**config.mk**
```make
export PLATFORM = sky130hd
export DESIGN_NAME = kmp_engine
export DESIGN_NICKNAME = d
export VERILOG_FILES = /design/src/rtl/kmp_pkg.sv /design/src/rtl/kmp_prefix_table.sv /design/src/rtl/kmp_engine.sv
export SDC_FILE = /design/constraint.sdc
export NUM_CORES = 1
export LEC_CHECK = 0
export ABC_CLOCK_PERIOD_IN_PS = 5550
export CORE_AREA = 2 2 137 106
export CTS_CLUSTER_DIAMETER = 80
export DETAILED_ROUTE_END_ITERATION = 10
export DIE_AREA = 0 0 139 108
export PLACE_DENSITY = 0.74
export SKIP_CTS_REPAIR_TIMING = 1
export SYNTH_ARGS = -nofsm -noshare
export SYNTH_HDL_FRONTEND = slang
export SYNTH_SLANG_ARGS = --single-unit
```
**constraint.sdc**
```tcl
create_clock -name clk -period 5.55 [get_ports clk]
set_input_delay 0.8325 -clock clk [delete_from_list [all_inputs] [get_ports clk]]
set_output_delay 0.8325 -clock clk [all_outputs]
set_load 0.05 [all_outputs]
```
**src/rtl/kmp_pkg.sv**
```systemverilog
// Shared definitions for the KMP string-match engine: character width,
// controller state encoding and an address-width helper.
package kmp_pkg;

   localparam int CHAR_W = 8;

   typedef enum logic [2:0] {
      IDLE     = 3'd0,
      LOAD     = 3'd1,
      BUILD    = 3'd2,
      SCAN_REQ = 3'd3,
      SCAN_CMP = 3'd4,
      DONE     = 3'd5
   } state_t;

   // Width of an index into an n-entry table, never below one bit.
   function automatic int idx_w(input int n);
      return (n > 1) ? $clog2(n) : 1;
   endfunction

endpackage

```
**src/rtl/kmp_prefix_table.sv**
```systemverilog
// KMP failure-function builder: one comparison step per clock after start,
// done stays high once every entry of the table has been produced.
module kmp_prefix_table
   import kmp_pkg::*;
#(
   parameter int PAT_LEN = 4
) (
   input  logic                                   clk,
   input  logic                                   rst,
   input  logic                                   start,
   input  logic [PAT_LEN*CHAR_W-1:0]              pat_vec,
   output logic                                   done,
   output logic [PAT_LEN*$clog2(PAT_LEN+1)-1:0]   fail_vec
);

   localparam int FW = $clog2(PAT_LEN + 1);
   localparam int IW = idx_w(PAT_LEN);
   localparam logic [FW-1:0] LAST = FW'(PAT_LEN);

   logic [CHAR_W-1:0] pat    [PAT_LEN];
   logic [FW-1:0]     fail_r [PAT_LEN];
   logic [FW-1:0]     i;
   logic [FW-1:0]     k;
   logic              active;
   logic              step;
   logic              same;

   always_comb begin
      for (int unsigned j = 0; j < PAT_LEN; j++) begin
         pat[j]                = pat_vec[j*CHAR_W +: CHAR_W];
         fail_vec[j*FW +: FW]  = fail_r[j];
      end
   end

   assign step = active && (i != LAST);
   assign same = (pat[IW'(i)] == pat[IW'(k)]);
   assign done = active && (i == LAST);

   always_ff @(posedge clk) begin
      if (rst) begin
         active <= 1'b0;
         i      <= '0;
         k      <= '0;
      end else if (start) begin
         active <= 1'b1;
         i      <= FW'(1);
         k      <= '0;
      end else if (step) begin
         if (same) begin
            i <= i + 1'b1;
            k <= k + 1'b1;
         end else if (k != '0) begin
            k <= fail_r[IW'(k - 1'b1)];
         end else begin
            i <= i + 1'b1;
         end
      end
   end

   // Table contents are only meaningful after a completed build, so no reset.
   always_ff @(posedge clk) begin
      if (!rst) begin
         if (start) begin
            fail_r[0] <= '0;
         end else if (step) begin
            if (same) begin
               fail_r[IW'(i)] <= k + 1'b1;
            end else if (k == '0) begin
               fail_r[IW'(i)] <= '0;
            end
         end
      end
   end

endmodule

```
**src/rtl/kmp_engine.sv**
```systemverilog
// KMP substring counter: loads the pattern, builds its prefix table, then
// scans a text range counting overlapping or non-overlapping matches.
module kmp_engine
   import kmp_pkg::*;
#(
   parameter int PAT_LEN = 4,
   parameter int ADDR_W  = 14,
   parameter int CNT_W   = 8
) (
   input  logic                       clk,
   input  logic                       rst,
   input  logic                       inicio,
   input  logic                       sel,
   input  logic [ADDR_W-1:0]          start_addr,
   input  logic [ADDR_W-1:0]          text_end,
   output logic [idx_w(PAT_LEN)-1:0]  pat_addr,
   input  logic [CHAR_W-1:0]          pat_data,
   output logic [ADDR_W-1:0]          text_addr,
   input  logic [CHAR_W-1:0]          text_data,
   output logic [CNT_W-1:0]           instancias,
   output logic                       busy,
   output logic                       done,
   output logic                       sat
);

   localparam int FW = $clog2(PAT_LEN + 1);
   localparam int IW = idx_w(PAT_LEN);
   localparam logic [FW-1:0] LAST    = FW'(PAT_LEN);
   localparam logic [FW-1:0] LAST_M1 = FW'(PAT_LEN - 1);

   state_t                   state;
   logic [CHAR_W-1:0]        pat    [PAT_LEN];
   logic [FW-1:0]            fail_a [PAT_LEN];
   logic [PAT_LEN*CHAR_W-1:0] pat_vec;
   logic [PAT_LEN*FW-1:0]    fail_vec;
   logic [FW-1:0]            lc;
   logic [FW-1:0]            q;
   logic [ADDR_W-1:0]        cur;
   logic [ADDR_W-1:0]        end_r;
   logic                     sel_r;
   logic                     pt_start;
   logic                     pt_done;
   logic                     hit;
   logic                     last_char;

   always_comb begin
      for (int unsigned j = 0; j < PAT_LEN; j++) begin
         pat_vec[j*CHAR_W +: CHAR_W] = pat[j];
         fail_a[j]                   = fail_vec[j*FW +: FW];
      end
   end

   assign pt_start  = (state == LOAD) && (lc == LAST);
   assign hit       = (text_data == pat[IW'(q)]);
   assign last_char = (({1'b0, cur} + 1'b1) == {1'b0, end_r});
   assign busy      = (state == LOAD) || (state == BUILD) ||
                      (state == SCAN_REQ) || (state == SCAN_CMP);
   assign done      = (state == DONE);

   kmp_prefix_table #(
      .PAT_LEN (PAT_LEN)
   ) u_prefix (
      .clk      (clk),
      .rst      (rst),
      .start    (pt_start),
      .pat_vec  (pat_vec),
      .done     (pt_done),
      .fail_vec (fail_vec)
   );

   // pat_data lags pat_addr by one cycle, so entry lc-1 arrives while lc is current.
   always_ff @(posedge clk) begin
      if (state == LOAD && lc != '0) begin
         pat[IW'(lc - 1'b1)] <= pat_data;
      end
   end

   always_ff @(posedge clk) begin
      if (rst) begin
         state      <= IDLE;
         instancias <= '0;
         sat        <= 1'b0;
         pat_addr   <= '0;
         text_addr  <= '0;
         q          <= '0;
         lc         <= '0;
         cur        <= '0;
         end_r      <= '0;
         sel_r      <= 1'b0;
      end else begin
         case (state)
            IDLE, DONE: begin
               if (inicio) begin
                  instancias <= '0;
                  sat        <= 1'b0;
                  sel_r      <= sel;
                  cur        <= start_addr;
                  end_r      <= text_end;
                  pat_addr   <= '0;
                  lc         <= '0;
                  q          <= '0;
                  state      <= (start_addr >= text_end) ? DONE : LOAD;
               end
            end
            LOAD: begin
               if (lc == LAST) begin
                  state <= BUILD;
               end else begin
                  lc <= lc + 1'b1;
                  if (lc != LAST_M1) begin
                     pat_addr <= IW'(lc + 1'b1);
                  end
               end
            end
            BUILD: begin
               if (pt_done) begin
                  text_addr <= cur;
                  q         <= '0;
                  state     <= SCAN_REQ;
               end
            end
            SCAN_REQ: begin
               state <= SCAN_CMP;
            end
            SCAN_CMP: begin
               if (hit) begin
                  if (q == LAST_M1) begin
                     if (&instancias) begin
                        sat <= 1'b1;
                     end else begin
                        instancias <= instancias + 1'b1;
                     end
                     q <= sel_r ? '0 : fail_a[PAT_LEN-1];
                  end else begin
                     q <= q + 1'b1;
                  end
               end else if (q != '0) begin
                  q <= fail_a[IW'(q - 1'b1)];
               end
               // A fallback keeps text_addr (and hence text_data) parked on cur.
               if (hit || q == '0) begin
                  if (last_char) begin
                     state <= DONE;
                  end else begin
                     cur       <= cur + 1'b1;
                     text_addr <= cur + 1'b1;
                     state     <= SCAN_REQ;
                  end
               end
            end
            default: begin
               state <= IDLE;
            end
         endcase
      end
   end

endmodule

```
==> flow_summary.ini <==
[floorplan]
coreArea_um2 = 13500
die_area_um2 = 15000
die_x_um = 139
rows = 37
ios = 75
die_h_um = 108
initial_core_util_pct = 52.4

[setup_path]
worstPathArrival_ns = 3.76
end_kind = flop
worst_r2r_startpoint = u_prefix.k[0]
critPathKind = reg -> reg
cp-start-kind = flop
worstSetupStartpoint = u_prefix.k[0]
path_max_fanout = 15
required_ns = 5.60

[flow_run]
drv_cap = 0

[synthesis]
netlist.area_leader.share_pct = 20.3
synth-seq-cells = 116
yosysMostFrequentCell = nor2_1
yosysWarnings = 0
synth_top_area_cell = dfxtp_1
ys_types = 72
synth.area.top_cells = dfxtp_1, edfxtp_1, mux4_2
synth_cells = 703
synth-main-ff-cell = dfxtp_1
yosys-top-cells-count = nor2_1, dfxtp_1, nand2_1
synthArstFlopShare_pct = 0
syn-num-nets = 780
yosysSeqAreaShare_pct = 39.0
syn_avg_cell_area_um2 = 10.1
synth_area_um2 = 7090
synth_enable_flop_cells = 44

[sta]
report.final.hold_viol_count = 0
fin_skew_ns = 0.0142
final-max-slew-violation-count = 0
finalSetupViolations = 0
worst_slew_pin_slew_ns = 1.04
period_needed_ns = 3.71
holdWs_ns = 0.456
fin_setup_tns_ns = 0
fmax_mhz = 269
post-route-period-util_pct = 66.9
slew-limit-headroom_pct = 30.5
rsz0062_at_grt = false

[grt]
grt.overflow.total = 0
grt_pass1_vias = 5345
grt_pass1_wl_mm = 29.3
grt.total_usage_pct = 24.9
grt_use_met1_pct = 37.8
grt_start_max_net_pins = 61
gr-usage-met2_pct = 36.3
met3_usage_pct = 5.76
antenna_found_initial = 0
top_usage_layer = met1

[drt]
vias_per_cell = 6.11
wirelength_mm = 18.3
ant_nets = 0
drt_pass1_iterations = 8
vias = 5755
drt_iter0_drc = 617
wl_per_cell_um = 19.5
drc_errors = 0

[clock_tree]
cts.path.max_buffers = 2
cts_tree = built
clk_latency_ns = 0.42
cts_buffers = 17
clk_pin_slew_ns = 0.06
clkSinkCount = 116
root_buffer = clkbuf_16
htree_levels = 4

[final_layout]
drive_above_1_share_pct = 11.2
stdcell_count = 942
seqCellArea_um2 = 2760
layout.nets = 831
nFillCells = 1077
n_antenna_cell = 0
final_core_util_pct = 62.8
areaGrowthSynthToFinish_pct = 19.7
multiInputGateArea_um2 = 4010

[placed_design]
gp_congestion = 0.900
hpwl_mm = 13.1
io_buffers = 74
placed_cells = 910

[pwr]
p_per_area_nw_per_um2 = 432
leakagePower_nw = 3.03
ir_drop_v = 0.000266

[worst_hold_path]
min_path_type = reg -> reg
min-delay-start = text_addr[2]

[outcome]
outcome = completed
-- critical path: stages, from the launching register on --
cell and delay (ns):
dfxtp_1 0.92, mux4_2 0.61, xor2_1 0.17, nor4_1 0.41
nand2_1 0.30, a21oi_2 0.36, nand2_1 0.15, nor3_1 0.43
-- per-stage QoR --
stage	total power, W	cell area [µm²]	setup slack [ns]
finish	0.00367	8480	1.84
global route	0.00384	8480	1.57
CTS	0.00365	8480	1.86
detailed placement	0.00250	7870	1.75
global placement	0.00245	7870	1.92
floorplan	0.00218	7090	2.73
-- cell type report --
cell class                 instances  share of cell area, %
inverter                          29                   1.28
tap                              175                   2.58
clock buffer                      17                   5.01
multi-input combinational        512                   47.3
timing repair buffer              78                   9.03
sequential                       116                   32.6
clock inverter                    15                   2.27
-- power breakdown --
part,internal (W),switching [W]
clock network,0.000718,0.000430
registers,0.00101,0.000234
logic,0.000527,0.000749
-- sequential cells by signal (all words and copies together), names as in the netlist, named ones only --
| register | count |
|---|---|
| cur | 14 |
| end_r | 14 |
| instancias | 8 |
| lc | 3 |
| pat | 32 |
| pat_addr | 2 |
| q | 3 |
| sat | 1 |
| sel_r | 1 |
| state | 3 |
| text_addr | 14 |
| u_prefix.active | 1 |
| u_prefix.fail_r | 12 |
| u_prefix.i | 3 |
| u_prefix.k | 3 |
-- cells by family (layout without fill, tap and decap cells) --
family | count (synthesis) | count (layout) | share of synthesized area [%]
AOI/OAI and AO/OA | 140 | 140 | 14.4
DFF | 116 | 116 | 39.0
and+or+nand+nor | 228 | 228 | 15.9
adders and majority gates | 29 | 29 | 5.12
muxes | 66 | 66 | 15.1
xor gates and xnor gates | 49 | 49 | 6.05
buffers and inverters | 75 | 139 | 4.48
-- placed cells by master (no fill, tap or decap), types with 6 or more instances in the layout --
| master | instances |
|---|---|
| o31ai_1 | 12 |
| o21ai_0 | 16 |
| o311ai_0 | 8 |
| and2_1 | 12 |
| mux2i_1 | 26 |
| nor3_1 | 11 |
| nor2b_1 | 19 |
| o21a_1 | 7 |
| mux4_2 | 30 |
| a21oi_1 | 36 |
| or3_1 | 6 |
| inv_1 | 28 |
| xor2_1 | 22 |
| nor2_1 | 74 |
| nand2b_1 | 9 |
| dfxtp_1 | 72 |
| mux2_4 | 6 |
| edfxtp_1 | 44 |
| clkbuf_16 | 17 |
| clkdlybuf4s50_1 | 73 |
| inv_6 | 6 |
| a31oi_1 | 9 |
| a211oi_1 | 9 |
| nor4_1 | 6 |
| ha_1 | 29 |
| xnor2_1 | 27 |
| nand3_1 | 14 |
| nand2_1 | 45 |
| and3_1 | 6 |
| nand4_1 | 8 |
-- per-layer routing --
layer  wire [µm]  vias up
met5           0        -
met4         167        0
met3        1570       15
met1        8640     2776
li1            -     2702
met2        7960      262
-- worst paths after layout --
kind | to | slack (ns) | cells after the start
worst max-delay path | u_prefix.fail_r[1][1] | 1.84 | 7
worst min-delay path | text_addr[2] | 0.46 | 2
worst max register to register | u_prefix.fail_r[1][1] | 1.84 | 7
worst min register to register | text_addr[2] | 0.46 | 2
Note: power is estimated with default switching activity, not from simulation.
